## src/rtl/subtractor_mc.sv

```systemverilog
// rtl/subtractor_mc.sv - multi-cycle unsigned subtractor with borrow, W bits per cycle
// Optional zero/ovf flag outputs are built only when SUBTRACTOR_MC_FLAGS_EN is defined.
module subtractor_mc #(
  parameter int N = 16,
  parameter int W = 4
) (
  input  logic         clk,
  input  logic         rst,
  input  logic         in_valid,
  output logic         in_ready,
  input  logic [N-1:0] a,
  input  logic [N-1:0] b,
  input  logic         bi,
  output logic         out_valid,
  input  logic         out_ready,
  output logic [N-1:0] d,
  output logic         bo
`ifdef SUBTRACTOR_MC_FLAGS_EN
  ,
  output logic         zero,
  output logic         ovf
`endif
);

  localparam int K  = N / W;
  localparam int KW = (K > 1) ? $clog2(K) : 1;

  localparam logic [1:0] S_IDLE = 2'd0;
  localparam logic [1:0] S_RUN  = 2'd1;
  localparam logic [1:0] S_DONE = 2'd2;

  generate
    if (W < 1 || W > N || (N % W) != 0) begin : g_bad_params
      $error("subtractor_mc: W must divide N and satisfy 1 <= W <= N");
    end
  endgenerate

  logic [1:0]    state_q, state_d;
  logic [KW-1:0] k_q, k_d;
  logic [N-1:0]  a_q, a_d;
  logic [N-1:0]  b_q, b_d;
  logic          br_q, br_d;
  logic [N-1:0]  d_q, d_d;
  logic          bo_q, bo_d;

  logic [W-1:0]  a_chunk;
  logic [W-1:0]  b_chunk;
  logic [W:0]    diff;
  logic [N-1:0]  d_run;
  logic          last;

`ifdef SUBTRACTOR_MC_FLAGS_EN
  logic zero_q, zero_d;
  logic ovf_q, ovf_d;
`endif

  always_comb begin
    a_chunk = a_q[k_q*W +: W];
    b_chunk = b_q[k_q*W +: W];
    // The top bit of the W+1-bit difference is the borrow into the next chunk.
    diff    = {1'b0, a_chunk} - {1'b0, b_chunk} - {{W{1'b0}}, br_q};
    last    = (k_q == KW'(K - 1));
    d_run   = d_q;
    d_run[k_q*W +: W] = diff[W-1:0];
  end

  always_comb begin
    state_d = state_q;
    k_d     = k_q;
    a_d     = a_q;
    b_d     = b_q;
    br_d    = br_q;
    d_d     = d_q;
    bo_d    = bo_q;
`ifdef SUBTRACTOR_MC_FLAGS_EN
    // Flags are only non-zero while a result is being presented.
    zero_d  = (state_q == S_DONE && !out_ready) ? zero_q : 1'b0;
    ovf_d   = (state_q == S_DONE && !out_ready) ? ovf_q  : 1'b0;
`endif
    case (state_q)
      S_IDLE: begin
        if (in_valid) begin
          a_d     = a;
          b_d     = b;
          br_d    = bi;
          k_d     = '0;
          state_d = S_RUN;
        end
      end
      S_RUN: begin
        d_d  = d_run;
        br_d = diff[W];
        k_d  = k_q + 1'b1;
        if (last) begin
          k_d     = '0;
          bo_d    = diff[W];
          state_d = S_DONE;
`ifdef SUBTRACTOR_MC_FLAGS_EN
          zero_d  = (d_run == '0);
          ovf_d   = (a_q[N-1] != b_q[N-1]) && (d_run[N-1] != a_q[N-1]);
`endif
        end
      end
      S_DONE: begin
        if (out_ready) begin
          state_d = S_IDLE;
        end
      end
      default: begin
        state_d = S_IDLE;
      end
    endcase
  end

  always_ff @(posedge clk or posedge rst) begin
    if (rst) begin
      state_q <= S_IDLE;
      k_q     <= '0;
      a_q     <= '0;
      b_q     <= '0;
      br_q    <= 1'b0;
      d_q     <= '0;
      bo_q    <= 1'b0;
`ifdef SUBTRACTOR_MC_FLAGS_EN
      zero_q  <= 1'b0;
      ovf_q   <= 1'b0;
`endif
    end else begin
      state_q <= state_d;
      k_q     <= k_d;
      a_q     <= a_d;
      b_q     <= b_d;
      br_q    <= br_d;
      d_q     <= d_d;
      bo_q    <= bo_d;
`ifdef SUBTRACTOR_MC_FLAGS_EN
      zero_q  <= zero_d;
      ovf_q   <= ovf_d;
`endif
    end
  end

  assign in_ready  = (state_q == S_IDLE);
  assign out_valid = (state_q == S_DONE);
  assign d         = d_q;
  assign bo        = bo_q;
`ifdef SUBTRACTOR_MC_FLAGS_EN
  assign zero      = zero_q;
  assign ovf       = ovf_q;
`endif

endmodule

```

## config.mk

```make
export PLATFORM = sky130hd
export DESIGN_NAME = subtractor_mc
export DESIGN_NICKNAME = d
export VERILOG_FILES = /design/src/rtl/subtractor_mc.sv
export SDC_FILE = /design/constraint.sdc
export NUM_CORES = 1
export LEC_CHECK = 0
export BUFFER_PORTS_ARGS = -buffer_cell sky130_fd_sc_hd__buf_2
export CAP_MARGIN = 20
export CELL_PAD_IN_SITES_DETAIL_PLACEMENT = 1
export CELL_PAD_IN_SITES_GLOBAL_PLACEMENT = 1
export CORE_MARGIN = 10
export CORE_UTILIZATION = 35
export CTS_BUF_LIST = sky130_fd_sc_hd__clkbuf_16
export CTS_CLUSTER_SIZE = 14
export DETAILED_ROUTE_END_ITERATION = 8
export HOLD_SLACK_MARGIN = 0.05
export PLACE_DENSITY_LB_ADDON = 0.1
export SLEW_MARGIN = 20
export SYNTH_ARGS = -nofsm -noshare
export SYNTH_HDL_FRONTEND = slang
export SYNTH_SLANG_ARGS = --single-unit
```

## constraint.sdc

```tcl
create_clock -name clk -period 4.9 [get_ports clk]
set_input_delay 0.245 -clock clk [delete_from_list [all_inputs] [get_ports clk]]
set_output_delay 0.245 -clock clk [all_outputs]
set_load 0.05 [all_outputs]
```

==> results.tsv, run 1 <==
stage	metric	value	unit
detailed_routing	remaining_drc_errors	0	
floorplan	initial_core_util	36.3	%
worst_setup_path	worstPathRequired	5.03	ns
clock_tree	htreeDepth	2	
synthesis	synth_async_sr_flop_share	100	%
worst_hold_path	hp-class	input port to async pin	
worst_setup_path	cpMostUsedCell	fa_1	
worst_setup_path	cp_max_fo	14	
synthesis	synth_seq_cells	54	
synthesis	syn-cell-area	2490	um^2
clock_tree	clk_pin_slew	0.07	ns
worst_setup_path	critical-path-top-delay-family	adder cells	
detailed_routing	wl_met3	336	um
cells_and_area	n_fill_cell	767	
detailed_routing	wl_met1	2410	um
worst_setup_path	cp_num_buf_inv	0	
timing	fin_crit	2.96	ns
synthesis	synth_area_leaders	dfrtp_1 54%, mux2_1 14%, mux4_2 7.2%	
synthesis	ys.flop_type	dfrtp_1	
timing	whs	0.144	ns
floorplan	rows	30	
detailed_routing	vias_per_cell	4.70	
synthesis	ys_seq_area_share	54.2	%
detailed_routing	detailedRoute.firstIterationViolations	30	
timing	hold_viol_final	0	
worst_setup_path	critPathArrivalTime	3.09	ns
detailed_routing	wl	5600	um
placement	gp_congestion	0.683	
synthesis	synth_top_area_share	54.2	%
timing	setup_viol	0	
floorplan	design.die.area	10900	um^2
worst_setup_path	crit_path_max_incr_delay	0.83	ns
timing	worstMarginPinSlew	0.920	ns
clock_tree	clk_latency	0.29	ns
synthesis	netlist_instances	191	
timing	fmax	0.338	GHz
synthesis	ys_warn_count	0	
clock_tree	tritoncts	yes	
detailed_routing	antenna_left	0	
timing	setup-tns-final	0	ns
floorplan	ioPinCount	56	
clock_tree	ctsHoldBuffers	0	
power	leakagePower	1.44	nW
synthesis	synth.distinct_cells	30	
cells_and_area	nNetsFinal	297	
worst_setup_path	crit_type	flop to flop	
placement	io_buffer_count	55	
cells_and_area	area_growth_syn_to_layout	21.7	%
worst_setup_path	path_cells	mux4_2 > fa_1 > fa_1 > nand2_1 > a21oi_1 > xnor2_1 > a31oi_1	
floorplan	floorplan.core_area	6870	um^2
detailed_routing	wl_met2	2790	um
grt	grt_pass1_vias	1866	
synthesis	syn_avg_cell_area	13.0	um^2
clock_tree	clockBufferDepth	2	
synthesis	yosys.area.top_type	dfrtp_1	
detailed_routing	num_vias	1623	
clock_tree	cts.sinks	54	
floorplan	die_h	104	um
run_status	outcome	completed	
grt	antenna_found_initial	0	
clock_tree	cts_resized	0	
synthesis	syn_nets	240	
timing	timing.slew.headroom	38.5	%
clock_tree	cts_buffers	5	
synthesis	synth_edf_count	0	
power	vdd_ir_drop_max	0.260	mV
floorplan	die_w	104	um
cells_and_area	diodes	0	
detailed_routing	top_layer	met4	
cells_and_area	drive_above_1_share	30.5	%
worst_setup_path	end_kind	flop	
timing	grt_setup_unrepaired	false	
timing	final.period_utilization	60.4	%
run	maxCapViolations	0	
synthesis	synth_top_cells_by_count	54 x dfrtp_1, 32 x mux2_1, 22 x nand2_1	
grt	grt_usage	10.5	%
placement	hpwl	4180	um
synthesis	synth_most_common_cell	dfrtp_1	
timing	slew_viol_final	0	
placement	place_area	2870	um^2
clock_tree	root_buffer	clkbuf_16	
grt	grt_max_degree	55	
power	p_per_area	824	nW/um^2
clock_tree	cts_setup_buffers	0	
worst_setup_path	cp_slowest_cell	dfrtp_1	
detailed_routing	wl_per_cell	16.2	um
worst_setup_path	cp-start-kind	flop	
cells_and_area	finish.instance_area	3030	um^2
grt	grt-ovfl-total	0	
grt	grt_pass1_wl	9490	um
timing	fin_skew	0.00389	ns
detailed_routing	first_pass_iters	2	
==> sequential cells by signal, summed over array words and instances, names as in the netlist <==
signal	flops
d	16
a_q	16
state_q	2
bo	1
br_q	1
k_q	2
b_q	16
==> cell usage in the layout (no fill, tap or decap) <==
cell type  instances
buf_2             55
dfrtp_1           54
mux2_1            32
nand2_1           22
o21ai_1           16
inv_1             12
ha_1              10
mux4_2             8
clkbuf_16          5
nor2b_1            3
nor2_1             3
a21oi_1            3
inv_2              2
nand2b_1           2
o31ai_1            2
nand4_1            2
fa_1               2
buf_4              2
a22o_1             1
nor3b_2            1
or3_1              1
o21bai_1           1
xor2_1             1
a21oi_2            1
xor2_2             1
nor3_1             1
nand3_1            1
nand3b_1           1
xnor2_1            1
a31oi_1            1
a211oi_1           1
bufinv_16          1
==> metrics by stage <==
step	instances	utilization (%)	total power [mW]	setup slack, ns
2_1_floorplan	191	-	1.78	2.35
3_3_place_gp	337	41.8	2.12	1.97
3_5_place_dp	337	41.8	2.15	1.90
4_1_cts	345	44.1	2.56	1.88
5_1_grt	345	44.1	2.71	1.75
6_report	345	44.1	2.50	1.94
==> per-layer routing <==
| metal | vias up | global-route usage [%] |
|---|---|---|
| met5 | - | 0 |
| met4 | 0 | 2.98 |
| met3 | 6 | 3.41 |
| met2 | 36 | 17.8 |
| met1 | 806 | 12.2 |
| li1 | 775 | - |
==> where the power goes <==
group,internal (mW),total (mW),switching (mW)
Combinational,0.521,1.32,0.795
Clock,0.238,0.390,0.153
Sequential,0.646,0.791,0.145
==> cell families after synthesis <==
group,share of synthesized area (%)
compound gates,5.98
mux,21.7
fa+ha+maj,6.63
xor+xnor,1.36
simple gates,6.78
flops,54.2
buf+inv,3.31
==> worst min-delay path: cells and delay by family <==
family | cells | cell delay [ns]
buf+inv | 3 | 0.67
==> cell type report <==
| class | count | area, um^2 | share of cell area [%] |
|---|---|---|---|
| Sequential cell | 54 | 1350 | 44.6 |
| Multi-Input combinational cell | 118 | 1060 | 35.0 |
| Timing Repair Buffer | 57 | 290 | 9.57 |
| Clock buffer | 5 | 125 | 4.13 |
| Tap cell | 96 | 120 | 3.96 |
| Inverter | 12 | 45.0 | 1.49 |
| Clock inverter | 3 | 37.5 | 1.24 |
==> path summary, 6_finish.rpt <==
path                                     from                     end  slack, ns  cells past startpoint
max                        k_q[0]$_DFFE_PP0P_          bo$_DFFE_PP0P_       1.94                      7
min                                       rst        d[4]$_DFFE_PP0P_       0.14                      3
max reg2reg                k_q[0]$_DFFE_PP0P_          bo$_DFFE_PP0P_       1.94                      7
min reg2reg                b_q[9]$_DFFE_PP0P_      b_q[9]$_DFFE_PP0P_       0.48                      1
max in group asynchronous                 rst  state_q[1]$_DFFE_PP0P_       4.30                      3
min in group clk                        a[11]     a_q[11]$_DFFE_PP0P_       0.17                      2
No activity file was read; power rests on OpenSTA's default activity.
==> run 2, diff against run 1 <==
Clock period 4.9 ns to 2.4 ns, I/O delays scaled along.
==> results.tsv, run 2 (synthesis results as in run 1) <==
stage	metric	value	unit
clock_tree	tritoncts	yes	
clock_tree	clockBufferDepth	2	
detailed_routing	antenna_left	0	
placement	io_buffer_count	55	
worst_hold_path	hp-class	input port to flop	
power	p_total	5.67	mW
timing	final.period_utilization	96.2	%
clock_tree	cts_setup_buffers	0	
cells_and_area	n_fill_cell	748	
worst_setup_path	end_kind	flop	
timing	fin_crit	2.31	ns
grt	grt-ovfl-total	0	
timing	worstMarginPinSlew	0.521	ns
worst_setup_path	path_cells	buf_6 > mux4_2 > inv_2 > fa_2 > inv_1 > ha_1 > a21oi_4 > xor2_4 > o21ai_1	
timing	hold_viol_final	0	
cells_and_area	mostFrequentLayoutCells	55 x buf_2, 53 x dfrtp_1, 32 x mux2_1	
detailed_routing	first_pass_iters	4	
placement	place_ws	-0.0530	ns
cells_and_area	finish.instance_area	3360	um^2
detailed_routing	wl_per_cell	15.8	um
power	vdd_ir_drop_max	0.867	mV
clock_tree	clk_latency	0.29	ns
timing	timing.slew.headroom	65.1	%
detailed_routing	remaining_drc_errors	0	
grt	grt_pass1_wl	9930	um
clock_tree	htreeDepth	2	
worst_setup_path	cp_max_fo	5	
cells_and_area	nNetsFinal	327	
clock_tree	cts.sinks	54	
clock_tree	root_buffer	clkbuf_16	
floorplan	die_w	104	um
run_status	outcome	completed	
floorplan	ioPinCount	56	
placement	place_area	2970	um^2
power	leakagePower	1.58	nW
detailed_routing	vias_per_cell	4.62	
worst_setup_path	crit_type	flop to flop	
placement	hpwl	4450	um
floorplan	initial_core_util	36.3	%
timing	setup_viol	0	
timing	fmax	0.433	GHz
floorplan	floorplan.core_area	6870	um^2
worst_setup_path	crit_path_max_incr_delay	0.49	ns
worst_setup_path	critPathArrivalTime	2.48	ns
floorplan	die_h	104	um
grt	grt_usage	11.1	%
placement	gp_congestion	0.718	
detailed_routing	num_vias	1728	
clock_tree	clk_pin_slew	0.07	ns
run	maxCapViolations	0	
cells_and_area	area_growth_syn_to_layout	34.7	%
cells_and_area	layout_commonest_cell	buf_2	
grt	grt_max_degree	34	
floorplan	design.die.area	10900	um^2
detailed_routing	detailedRoute.firstIterationViolations	30	
clock_tree	cts_buffers	5	
cells_and_area	fin_cells	374	
worst_setup_path	worstPathRequired	2.57	ns
worst_setup_path	cp-start-kind	flop	
timing	setup-tns-final	0	ns
worst_setup_path	cp_num_buf_inv	3	
cells_and_area	drive_above_1_share	33.5	%
worst_setup_path	cp_slowest_cell	mux4_2	
grt	grt_pass1_vias	1949	
timing	fin_skew	0.00522	ns
timing	timing.final.ws_setup	0.0921	ns
detailed_routing	wl	5900	um
worst_setup_path	critical-path-top-delay-family	adder cells	
timing	slew_viol_final	0	
floorplan	rows	30	
grt	antenna_found_initial	0	
placement	place_inst	347	
power	p_per_area	1690	nW/um^2
cells_and_area	diodes	0	
run 2: path summary, 6_finish.rpt:
| path | startpoint | end | slack (ns) | depth (start not counted) |
|---|---|---|---|---|
| min in group asynchronous | rst | d[6]$_DFFE_PP0P_ | 0.41 | 3 |
| worst max register to register | k_q[0]$_DFFE_PP0P_ | d[7]$_DFFE_PP0P_ | 0.09 | 9 |
| worst max-delay path | k_q[0]$_DFFE_PP0P_ | d[7]$_DFFE_PP0P_ | 0.09 | 9 |
| max in group asynchronous | rst | k_q[0]$_DFFE_PP0P_ | 1.42 | 4 |
| worst min register to register | d[14]$_DFFE_PP0P_ | d[14]$_DFFE_PP0P_ | 0.48 | 2 |
| worst min-delay path | b[3] | b_q[3]$_DFFE_PP0P_ | 0.05 | 2 |
run 2: final cells by class:
type,instances,area [um^2],area share [%]
clock buffers,5,125,3.73
clock inverters,2,7.51,0.224
inverters,12,45.0,1.34
multi-input cells,118,1110,33.0
flip-flops and latches,54,1350,40.3
well taps,96,120,3.58
repair buffers,87,598,17.8
run 2: repair_timing:
action,4_1_cts,5_1_grt
pin swaps,0,8
hold buffers,19,1
endpoints found under the hold margin,39,1
gates resized for setup,1,9
cloned,0,0
setup endpoints to repair,5,7
run 2: worst reg2reg max path, cell delays in order, from the launching register on:
cell	delay, ns
dfrtp_2	0.44
buf_6	0.13
mux4_2	0.49
inv_2	0.08
fa_2	0.21
inv_1	0.05
ha_1	0.30
a21oi_4	0.19
xor2_4	0.20
o21ai_1	0.09
run 2: through the flow:
step	hold WS (ns)	util (%)
after detailed placement	0.181	43.3
after CTS	0.0500	48.0
after global placement	0.180	43.3
after floorplan	0.255	-
final	0.0495	48.9
after global routing	0.0530	48.9
run 2: routing by layer:
metal  vias to the layer above  part of all wire (%)  GRT usage (%)  wire length (um)
li1                        834                     -              -                 -
met1                       852                    46           13.5              2700
met2                        36                    48           18.4              2820
met3                         6                   5.1           3.28               303
met4                         0                   1.1           3.28                67
met5                         -                     0              0                 0
run 2: power breakdown:
part / switching, mW / internal, mW
sequential: 0.245 / 1.32
combinational: 1.90 / 1.53
clock: 0.302 / 0.374
